===== src/rtl/calendar_pkg.sv =====
// rtl/calendar_pkg.sv - shared calendar types and month-length helpers
package calendar_pkg;

  localparam logic [3:0] MON_JAN = 4'd1,  MON_FEB = 4'd2,  MON_MAR = 4'd3,  MON_APR = 4'd4;
  localparam logic [3:0] MON_MAY = 4'd5,  MON_JUN = 4'd6,  MON_JUL = 4'd7,  MON_AUG = 4'd8;
  localparam logic [3:0] MON_SEP = 4'd9,  MON_OCT = 4'd10, MON_NOV = 4'd11, MON_DEC = 4'd12;

  typedef enum logic [2:0] {
    WK_MON = 3'd1, WK_TUE = 3'd2, WK_WED = 3'd3, WK_THU = 3'd4,
    WK_FRI = 3'd5, WK_SAT = 3'd6, WK_SUN = 3'd7
  } weekday_t;

  function automatic logic is_leap(input logic [31:0] year);
    return ((year % 32'd4 == 32'd0) && (year % 32'd100 != 32'd0)) || (year % 32'd400 == 32'd0);
  endfunction

  // Out-of-range months report 0 days so any day check against them fails.
  function automatic logic [4:0] days_in_month(input logic [31:0] year, input logic [3:0] mon);
    case (mon)
      MON_FEB:                            return is_leap(year) ? 5'd29 : 5'd28;
      MON_APR, MON_JUN, MON_SEP, MON_NOV: return 5'd30;
      MON_JAN, MON_MAR, MON_MAY, MON_JUL,
      MON_AUG, MON_OCT, MON_DEC:          return 5'd31;
      default:                            return 5'd0;
    endcase
  endfunction

endpackage


===== src/rtl/calendar_month_len.sv =====
// rtl/calendar_month_len.sv - combinational days-in-month lookup
module calendar_month_len
  import calendar_pkg::*;
#(
  parameter int YEAR_W = 12
) (
  input  logic [YEAR_W-1:0] year,
  input  logic [3:0]        mon,
  output logic [4:0]        days
);

  assign days = days_in_month(32'(year), mon);

endmodule


===== src/rtl/calendar_rtc.sv =====
// rtl/calendar_rtc.sv - perpetual-calendar RTC with run/hold, validated load and alarm
module calendar_rtc
  import calendar_pkg::*;
#(
  parameter int TICK_DIV   = 10,
  parameter int YEAR_W     = 12,
  parameter int YEAR_MIN   = 2000,
  parameter int YEAR_MAX   = 2199,
  parameter int RESET_YEAR = 2000,
  parameter int RESET_WEEK = 6
) (
  input  logic              clk,
  input  logic              rst,
  input  logic              run,
  input  logic              time_set,
  input  logic [YEAR_W-1:0] year_set,
  input  logic [3:0]        mon_set,
  input  logic [2:0]        week_set,
  input  logic [4:0]        day_set,
  input  logic [4:0]        hour_set,
  input  logic [5:0]        min_set,
  input  logic [5:0]        sec_set,
  input  logic              alarm_en,
  input  logic [4:0]        alarm_hour,
  input  logic [5:0]        alarm_min,
  output logic [YEAR_W-1:0] year,
  output logic [3:0]        mon,
  output logic [2:0]        week,
  output logic [4:0]        day,
  output logic [4:0]        hour,
  output logic [5:0]        min,
  output logic [5:0]        sec,
  output logic              year_carry,
  output logic              mon_carry,
  output logic              day_carry,
  output logic              hour_carry,
  output logic              min_carry,
  output logic              set_err,
  output logic              alarm
);

  localparam int                CNT_W    = $clog2(TICK_DIV);
  localparam logic [CNT_W-1:0]  CNT_LAST = CNT_W'(TICK_DIV - 1);
  localparam logic [YEAR_W-1:0] Y_MIN    = YEAR_W'(YEAR_MIN);
  localparam logic [YEAR_W-1:0] Y_MAX    = YEAR_W'(YEAR_MAX);
  localparam logic [YEAR_W-1:0] Y_RST    = YEAR_W'(RESET_YEAR);
  localparam logic [2:0]        W_RST    = 3'(RESET_WEEK);

  logic [CNT_W-1:0]  cnt;
  logic [4:0]        cur_days, set_days;
  logic              tick, set_ok, alarm_hit;
  logic              c_min, c_hour, c_day, c_mon, c_year;
  logic [YEAR_W-1:0] year_n;
  logic [3:0]        mon_n;
  logic [2:0]        week_n;
  logic [4:0]        day_n, hour_n;
  logic [5:0]        min_n, sec_n;

  calendar_month_len #(.YEAR_W(YEAR_W)) u_cur_len (.year(year),     .mon(mon),     .days(cur_days));
  calendar_month_len #(.YEAR_W(YEAR_W)) u_set_len (.year(year_set), .mon(mon_set), .days(set_days));

  assign tick   = run && (cnt == CNT_LAST);
  assign set_ok = (year_set >= Y_MIN) && (year_set <= Y_MAX)
               && (mon_set  != 4'd0)  && (mon_set  <= MON_DEC)
               && (week_set != 3'd0)
               && (day_set  != 5'd0)  && (day_set  <= set_days)
               && (hour_set <  5'd24) && (min_set  <  6'd60) && (sec_set < 6'd60);

  // c_<field> means "<field> receives a carry from the field below it".
  always_comb begin
    c_min  = (sec == 6'd59);
    c_hour = c_min  && (min  == 6'd59);
    c_day  = c_hour && (hour == 5'd23);
    c_mon  = c_day  && (day  >= cur_days);
    c_year = c_mon  && (mon  == MON_DEC);

    sec_n  = c_min  ? 6'd0    : sec + 6'd1;
    min_n  = c_hour ? 6'd0    : (c_min  ? min  + 6'd1 : min);
    hour_n = c_day  ? 5'd0    : (c_hour ? hour + 5'd1 : hour);
    day_n  = c_mon  ? 5'd1    : (c_day  ? day  + 5'd1 : day);
    mon_n  = c_year ? MON_JAN : (c_mon  ? mon  + 4'd1 : mon);
    week_n = week;
    if (c_day)
      week_n = (week == WK_SUN) ? WK_MON : week + 3'd1;
    year_n = year;
    if (c_year)
      year_n = (year == Y_MAX) ? Y_MIN : year + 1'b1;

    alarm_hit = alarm_en && c_min && (hour_n == alarm_hour) && (min_n == alarm_min);
  end

  always_ff @(posedge clk or posedge rst) begin
    if (rst) begin
      cnt        <= '0;
      year       <= Y_RST;
      mon        <= MON_JAN;
      week       <= W_RST;
      day        <= 5'd1;
      hour       <= '0;
      min        <= '0;
      sec        <= '0;
      year_carry <= 1'b0;
      mon_carry  <= 1'b0;
      day_carry  <= 1'b0;
      hour_carry <= 1'b0;
      min_carry  <= 1'b0;
      set_err    <= 1'b0;
      alarm      <= 1'b0;
    end else begin
      {year_carry, mon_carry, day_carry, hour_carry, min_carry} <= '0;
      set_err <= 1'b0;
      alarm   <= 1'b0;
      if (time_set && set_ok) begin
        // A valid load restarts the second and swallows any coincident tick.
        cnt  <= '0;
        year <= year_set;
        mon  <= mon_set;
        week <= week_set;
        day  <= day_set;
        hour <= hour_set;
        min  <= min_set;
        sec  <= sec_set;
      end else begin
        if (run)
          cnt <= tick ? '0 : cnt + 1'b1;
        if (time_set) begin
          set_err <= 1'b1;
        end else if (tick) begin
          year <= year_n;
          mon  <= mon_n;
          week <= week_n;
          day  <= day_n;
          hour <= hour_n;
          min  <= min_n;
          sec  <= sec_n;
          {year_carry, mon_carry, day_carry, hour_carry, min_carry} <=
            {c_year, c_mon, c_day, c_hour, c_min};
          alarm <= alarm_hit;
        end
      end
    end
  end

endmodule

===== config.mk =====
export PLATFORM = sky130hd
export DESIGN_NAME = calendar_rtc
export DESIGN_NICKNAME = d
export VERILOG_FILES = /design/src/rtl/calendar_pkg.sv /design/src/rtl/calendar_month_len.sv /design/src/rtl/calendar_rtc.sv
export SDC_FILE = /design/constraint.sdc
export NUM_CORES = 1
export LEC_CHECK = 0
export BUFFER_PORTS_ARGS = -buffer_cell sky130_fd_sc_hd__buf_2
export CAP_MARGIN = 20
export CORE_MARGIN = 1
export CORE_UTILIZATION = 40
export DETAILED_ROUTE_END_ITERATION = 16
export GPL_ROUTABILITY_DRIVEN = 0
export PLACE_DENSITY = 0.65
export SLEW_MARGIN = 40
export SYNTH_ARGS = -nofsm -noshare
export SYNTH_HDL_FRONTEND = slang
export SYNTH_SLANG_ARGS = --single-unit

===== constraint.sdc =====
create_clock -name clk -period 6.9 [get_ports clk]
set_input_delay 1.38 -clock clk [delete_from_list [all_inputs] [get_ports clk]]
set_output_delay 1.38 -clock clk [all_outputs]
set_load 0.1 [all_outputs]

-- Yosys cells after proc, flatten, opt, wreduce, memory -nomap -nowiden
Index checks and enable logic that the tools add are counted.
- register bits after elaboration: 52
- latch bits: 0
- bits in writable memories: 0
- ROM bits: 0
- input bits: 57
- output and inout bits: 48
- logic and storage cells: 175
- memories kept: 0
- add/subtract/negate cells: 8
- $mul: 0
- div/mod/pow operators: 4
- $lt $le $gt $ge: 8
- eq/ne operators: 33
- shift-type cells: 0
- mux-type cells: 61
- bitwise gates (word level): 0
- reduce and logical (&&, ||, !) cells: 46
- operators by type and width (kind ; count):
    zero test 32 bit ; 4
    modulo 12 x 7 -> 32 bit, second input constant ; 2
    modulo 12 x 9 -> 32 bit, second input constant ; 2
    nonzero test 32 bit ; 2
    2-to-1 mux 12 bit ; 5
    2-to-1 mux 6 bit ; 9
    2-to-1 mux 5 bit ; 10
    == test 4 bit, second input constant ; 11
    == test 4 x 3 -> 1 bit, second input constant ; 8
    2-to-1 mux 4 bit ; 8
    case mux 5 bit (3 select lines) ; 2
    2-to-1 mux 1 bit ; 22
    logical AND 1 bit ; 20
    == test 4 x 2 -> 1 bit, second input constant ; 4
    2-to-1 mux 3 bit ; 5
    OR reduction 7 bit ; 2
    adder 12 x 1 -> 12 bit, second input constant ; 1
    adder 6 x 1 -> 6 bit, second input constant ; 2
    == test 12 bit, second input constant ; 1
    == test 6 bit, second input constant ; 2
    >= comparator 12 x 11 -> 1 bit, second input constant ; 1
    <= comparator 12 bit, second input constant ; 1
    < comparator 6 bit, second input constant ; 2
    AND reduction 3 bit ; 4
    20 further kinds ; 30

-- Logic depth before layout (Yosys ltp)
- depth after elaboration: 14
- mapped depth: 33

-- Hierarchy
Synthesis repeated with hierarchy kept, for this count alone.
- cell total of the unflattened synthesis: 831
- area, all modules: 6442.4 µm²
- by module, submodules not included (module ; instances ; cells an instance ; area an instance (µm²) ; sequential area each (µm²)):
    calendar_rtc ; 1 ; 451 ; 3764.9 ; 1313.8
    calendar_month_len ; 2 ; 190 ; 1338.8 ; 0.0

-- Worst setup path before layout
No wires, ideal clock.
- path kind: input to register
- from: in year_set[8]
- to: reg year[10]
- setup time: 0.081 ns
- arrival: 7.105 ns
- required time: 6.819 ns
- setup slack: -0.287 ns
- stages: 30
- buffers on the path: 3
- cells stage by stage: buf_2 -> o31ai_2 -> inv_1 -> ha_1 -> o21a_1 -> o21ai_1 -> mux2_2 -> o21a_1 -> o31ai_2 -> a21oi_1 -> a311oi_1 -> nand2_1 -> a21oi_2 -> o41ai_1 -> o21bai_1 -> o21a_1 -> a31oi_1 -> ha_1 -> nor2b_1 -> o21a_1 -> o21ai_0 -> nand2b_1 -> a21oi_1 -> a31oi_1 -> or4_1 -> nor2_1 -> clkbuf_1 -> clkbuf_1 -> nand2_1 -> o211ai_1
- cells in the longest elaborated chain, start to end: 14
- RTL lines (what ; RTL line ; text):
    from (decl) ; calendar_rtc.sv:16 ; input logic [YEAR_W-1:0] year_set,
    modulo 12 x 7 -> 32 bit ; calendar_pkg.sv:14 ; return ((year % 32'd4 == 32'd0) && (year % 32'd100 != 32'd0)) || (year % 32'd400 == 32'd0);
    nonzero test 32 bit ; calendar_pkg.sv:14 ;
    logical AND 1 bit ; calendar_pkg.sv:14 ;
    logical OR 1 bit ; calendar_pkg.sv:14 ;
    2-to-1 mux 1 bit ; calendar_pkg.sv:20 ; MON_FEB: return is_leap(year) ? 5'd29 : 5'd28;
    case mux 5 bit (3 select lines) ; calendar_pkg.sv:19 ; case (mon)
    <= comparator 5 bit ; calendar_rtc.sv:66 ; && (day_set != 5'd0) && (day_set <= set_days)
    logical AND 1 bit * ; calendar_rtc.sv:66 ;
    logical AND 1 bit * (3 in a row) ; calendar_rtc.sv:67 ; && (hour_set < 5'd24) && (min_set < 6'd60) && (sec_set < 6'd60);
    logical AND 1 bit * ; calendar_rtc.sv:113 ; if (time_set && set_ok) begin
    != test 2 x 1 -> 1 bit (no source line) / nonzero test 2 bit (equally long branches) ; n/a ;
    AND reduction 3 bit (no source line) ; n/a ;
    to (signal assigned) ; calendar_rtc.sv:116 ; year <= year_set;
    to (signal assigned) ; calendar_rtc.sv:129 ; year <= year_n;
    to (decl) ; calendar_rtc.sv:26 ; output logic [YEAR_W-1:0] year,
Mark *: on every way between the ends. The rest lies on a longest branch, timed or not.
A chain may end at the register's enable or synchronous reset.

-- Final worst setup path
- from: in year_set[7]
- to: reg hour[3]
- cells in the longest elaborated chain, start to end: 14
- RTL lines (what ; RTL line ; text):
    modulo 12 x 7 -> 32 bit ; calendar_pkg.sv:14 ;
    nonzero test 32 bit ; calendar_pkg.sv:14 ;
    logical AND 1 bit ; calendar_pkg.sv:14 ;
    logical OR 1 bit ; calendar_pkg.sv:14 ;
    2-to-1 mux 1 bit ; calendar_pkg.sv:20 ;
    case mux 5 bit (3 select lines) ; calendar_pkg.sv:19 ;
    <= comparator 5 bit ; calendar_rtc.sv:66 ;
    logical AND 1 bit * ; calendar_rtc.sv:66 ;
    logical AND 1 bit * (3 in a row) ; calendar_rtc.sv:67 ;
    logical AND 1 bit * ; calendar_rtc.sv:113 ;
    != test 2 x 1 -> 1 bit (no source line) / nonzero test 2 bit (equally long branches) ; n/a ;
    AND reduction 2 bit (no source line) ; n/a ;
    to (signal assigned) ; calendar_rtc.sv:120 ; hour <= hour_set;
    to (signal assigned) ; calendar_rtc.sv:133 ; hour <= hour_n;
    to (decl) ; calendar_rtc.sv:30 ; output logic [4:0] hour,
Marked as above.

==> results.py <==
metrics = {
    "global_route": {
        "globalRoute.totalOverflow": 0,
        "grt_use_total": 0.230,
        "grt_antenna_before_repair": 0,
        "grt_pass1_wl_um": 28400,
        "first_global_vias": 5765,
        "grt_max_degree": 53,
    },
    "synth": {
        "synthesis.nets": 856,
        "synthesis.area_per_instance_um2": 7.66,
        "synth-seq-area-share": 0.222,
        "synth_warnings": 0,
        "synth-main-ff-cell": "sky130_fd_sc_hd__dfrtp_1",
        "yosys_register_bits": 52,
        "yosys.area.top_type": "sky130_fd_sc_hd__dfrtp_1",
        "yosys-top-cells-count": "sky130_fd_sc_hd__nand2_1, sky130_fd_sc_hd__o21ai_0, sky130_fd_sc_hd__nor2_1, sky130_fd_sc_hd__a21oi_1, sky130_fd_sc_hd__dfrtp_1",
        "yosys.cell_types.count": 90,
        "synth_top_area_share": 0.177,
        "synth_enable_flop_cells": 0,
        "syn-cell-area_um2": 5920,
        "synth.most_common_cell": "sky130_fd_sc_hd__nand2_1",
        "synth_top_cells_by_area": "sky130_fd_sc_hd__dfrtp_1, sky130_fd_sc_hd__o21ai_0, sky130_fd_sc_hd__ha_1",
        "synth_async_sr_flop_share": 1.00,
        "postSynthCellCount": 773,
    },
    "clocking": {
        "cts.sink_count": 52,
        "clock-root-buffer": "sky130_fd_sc_hd__clkbuf_16",
        "maximum_clock_insertion_buffer_count": 2,
        "postCtsHoldBufs": 0,
        "cts_inserted_buffers": 5,
        "htree_levels": 2,
        "cts.clk_slew.worst_paths_ns": 0.08,
        "clock_insertion_delay_at_the_later_pin_of_the_skew_report_ns": 0.30,
        "tritoncts": "yes",
    },
    "placed_design": {
        "number_of_instances_in_the_placed_design": 1081,
        "buffer_ports.inserted": 104,
        "dp_hpwl_um": 13700,
    },
    "floorplanning": {
        "dieHeight_um": 124,
        "initial_core_util": 0.409,
        "placementRows": 44,
        "i_o_pin_total": 105,
        "die_w_um": 124,
        "core_region_area_um2": 14500,
        "floorplan.die_area_um2": 15300,
    },
    "timing": {
        "timing.final.crit_share": 0.962,
        "timing.max_slew.rel_slack": 0.497,
        "final_hold_viol_count": 0,
        "setup-violations-final": 0,
        "period_needed_ns": 6.64,
        "worstMarginPinSlew_ns": 0.748,
        "max_freq_mhz": 151,
        "grt_setup_unrepaired": "true",
        "final-max-slew-violation-count": 0,
        "fin_worst_skew_ns": 0.00854,
        "fin_tns_setup_ns": 0,
    },
    "run_status": {
        "outcome": "finished clean",
    },
    "setup_path": {
        "crit_slowest_cell": "sky130_fd_sc_hd__or4_4",
        "cp-end-kind": "flip-flop",
        "worst_path_most_repeated_cell": "sky130_fd_sc_hd__buf_4",
        "path_class": "input port to flip-flop",
        "required_ns": 7.08,
        "critical_path.startpoint_type": "input port",
        "worst_path_dominant_cell_family": "compound AO/OA/AOI/OAI gates",
        "arrival_worst_endpoint_ns": 6.82,
        "critical_path.max_stage_delay_ns": 0.45,
        "max_fo_critical_path": 7,
        "path_buf_inv": 5,
    },
    "routing": {
        "avgRoutedWirePerCell_um": 16.4,
        "remaining_drc_errors": 0,
        "detail_route.first_pass.iterations": 6,
        "drt-total-wl_um": 17800,
        "drt_first_iter_violations": 466,
        "vias": 6416,
        "post_drt_via_cell_ratio": 5.88,
        "ant_nets": 0,
    },
    "pwr": {
        "p_leak_nw": 3.20,
        "peakVddDrop_uv": 171,
        "power.density_cell_area_nw_per_um2": 387,
    },
    "cells_and_area": {
        "nFillCells": 1421,
        "post_route_cells_drive_above_1_share": 0.262,
        "final-instance-count-excl-fill": 1091,
        "n_antenna_cell": 0,
        "finalNetCount": 989,
        "area_growth_syn_to_layout_pct": 23.4,
    },
    "run": {
        "max_cap_viol_count": 0,
    },
    "worst_hold_path": {
        "timing.hold.worst.class": "flip-flop to flip-flop",
    },
}
## tightest hold or removal path, delay by kind of cell, from the launching register on
kind,cells,cell delay [ns]
flip-flops,1,0.38
AO/OA/AOI/OAI,1,0.09
multiplexers,1,0.12
## cell families after synthesis
kind of cell	count (synthesis)	synth area share
AND/OR/NAND/NOR	306	0.272
AO/OA/AOI/OAI	265	0.311
buffers and inverters	69	0.0469
flip-flops	52	0.222
XOR/XNOR	38	0.0631
adder cells (fa/ha/maj)	29	0.0600
multiplexers	14	0.0245
## layout by cell type, fill, tap and decap left out, types with 8 or more instances in the layout
master,synthesis,layout
sky130_fd_sc_hd__a211oi_1,8,8
sky130_fd_sc_hd__a21o_1,11,11
sky130_fd_sc_hd__a21oi_1,51,50
sky130_fd_sc_hd__a221o_1,13,13
sky130_fd_sc_hd__a31oi_1,10,10
sky130_fd_sc_hd__and2_1,14,14
sky130_fd_sc_hd__and3_1,19,18
sky130_fd_sc_hd__buf_2,3,104
sky130_fd_sc_hd__buf_4,0,58
sky130_fd_sc_hd__dfrtp_1,42,42
sky130_fd_sc_hd__dfstp_2,10,10
sky130_fd_sc_hd__ha_1,26,24
sky130_fd_sc_hd__inv_1,30,28
sky130_fd_sc_hd__mux2i_1,12,12
sky130_fd_sc_hd__nand2_1,71,70
sky130_fd_sc_hd__nand2b_1,10,10
sky130_fd_sc_hd__nand3_1,23,23
sky130_fd_sc_hd__nand4_1,10,10
sky130_fd_sc_hd__nor2_1,68,67
sky130_fd_sc_hd__nor2b_1,9,9
sky130_fd_sc_hd__nor3_1,31,31
sky130_fd_sc_hd__nor4_1,9,9
sky130_fd_sc_hd__o211ai_1,12,12
sky130_fd_sc_hd__o21ai_0,70,62
sky130_fd_sc_hd__o21ai_1,5,12
sky130_fd_sc_hd__xnor2_1,25,23
sky130_fd_sc_hd__xor2_1,9,9
## layer usage
layer / share of wire / global-route usage / vias to the layer above
met4: 0.025 / 0.0798 / 0
met2: 0.48 / 0.376 / 188
li1: - / - / 3177
met1: 0.45 / 0.322 / 3022
met5: 0 / 0 / -
met3: 0.046 / 0.0133 / 29
## power breakdown
| group | switching (mW) | internal [mW] | total, mW |
|---|---|---|---|
| combinational | 1.28 | 0.689 | 1.97 |
| clock | 0.121 | 0.209 | 0.331 |
| sequential | 0.144 | 0.389 | 0.533 |
## final timing paths
path                       endpoint  slack (ns)         from  cells after the start
max                         hour[3]        0.26  year_set[7]                     31
min reg2reg                 week[1]        0.59      week[1]                      2
min                         week[1]        0.59      week[1]                      2
min in group asynchronous    sec[1]        1.26          rst                      3
max reg2reg                 year[5]        0.58      year[9]                     29
max in group asynchronous   week[0]        5.16          rst                      3
## what timing repair did
action                     in CTS  in global routing
gates resized for setup         0                 23
buffers inserted                0                  2
setup endpoints to repair       0                 44
## flip-flops by register name, summed over array words and instances (netlist names), 3 cells and up
signal  cells
year       12
min         6
sec         6
day         5
hour        5
cnt         4
mon         4
week        3
## per-stage QoR
| stage | power [mW] | cell area [um2] | hold WS, ns | util | setup slack (ns) |
|---|---|---|---|---|---|
| 2_1_floorplan | 2.09 | 5980 | 0.526 | - | 0.00922 |
| 3_3_place_gp | 2.46 | 7010 | 0.562 | 0.484 | -0.0756 |
| 4_1_cts | 2.81 | 7210 | 0.587 | 0.498 | 0.141 |
| 6_report | 2.83 | 7310 | 0.587 | 0.505 | 0.263 |
| 5_1_grt | 3.04 | 7310 | 0.620 | 0.505 | -0.102 |
| 3_5_place_dp | 2.47 | 7010 | 0.569 | 0.484 | -0.180 |
## layout make-up
type | count | area, um2 | area share
clock buffer | 5 | 125 | 0.0171
timing repair buffer | 163 | 976 | 0.133
inverter | 32 | 120 | 0.0164
clock inverter | 3 | 68.8 | 0.00941
multi-input combinational | 652 | 4480 | 0.612
tap | 184 | 230 | 0.0315
sequential | 52 | 1310 | 0.180
No activity file was read; power rests on OpenSTA's default activity.
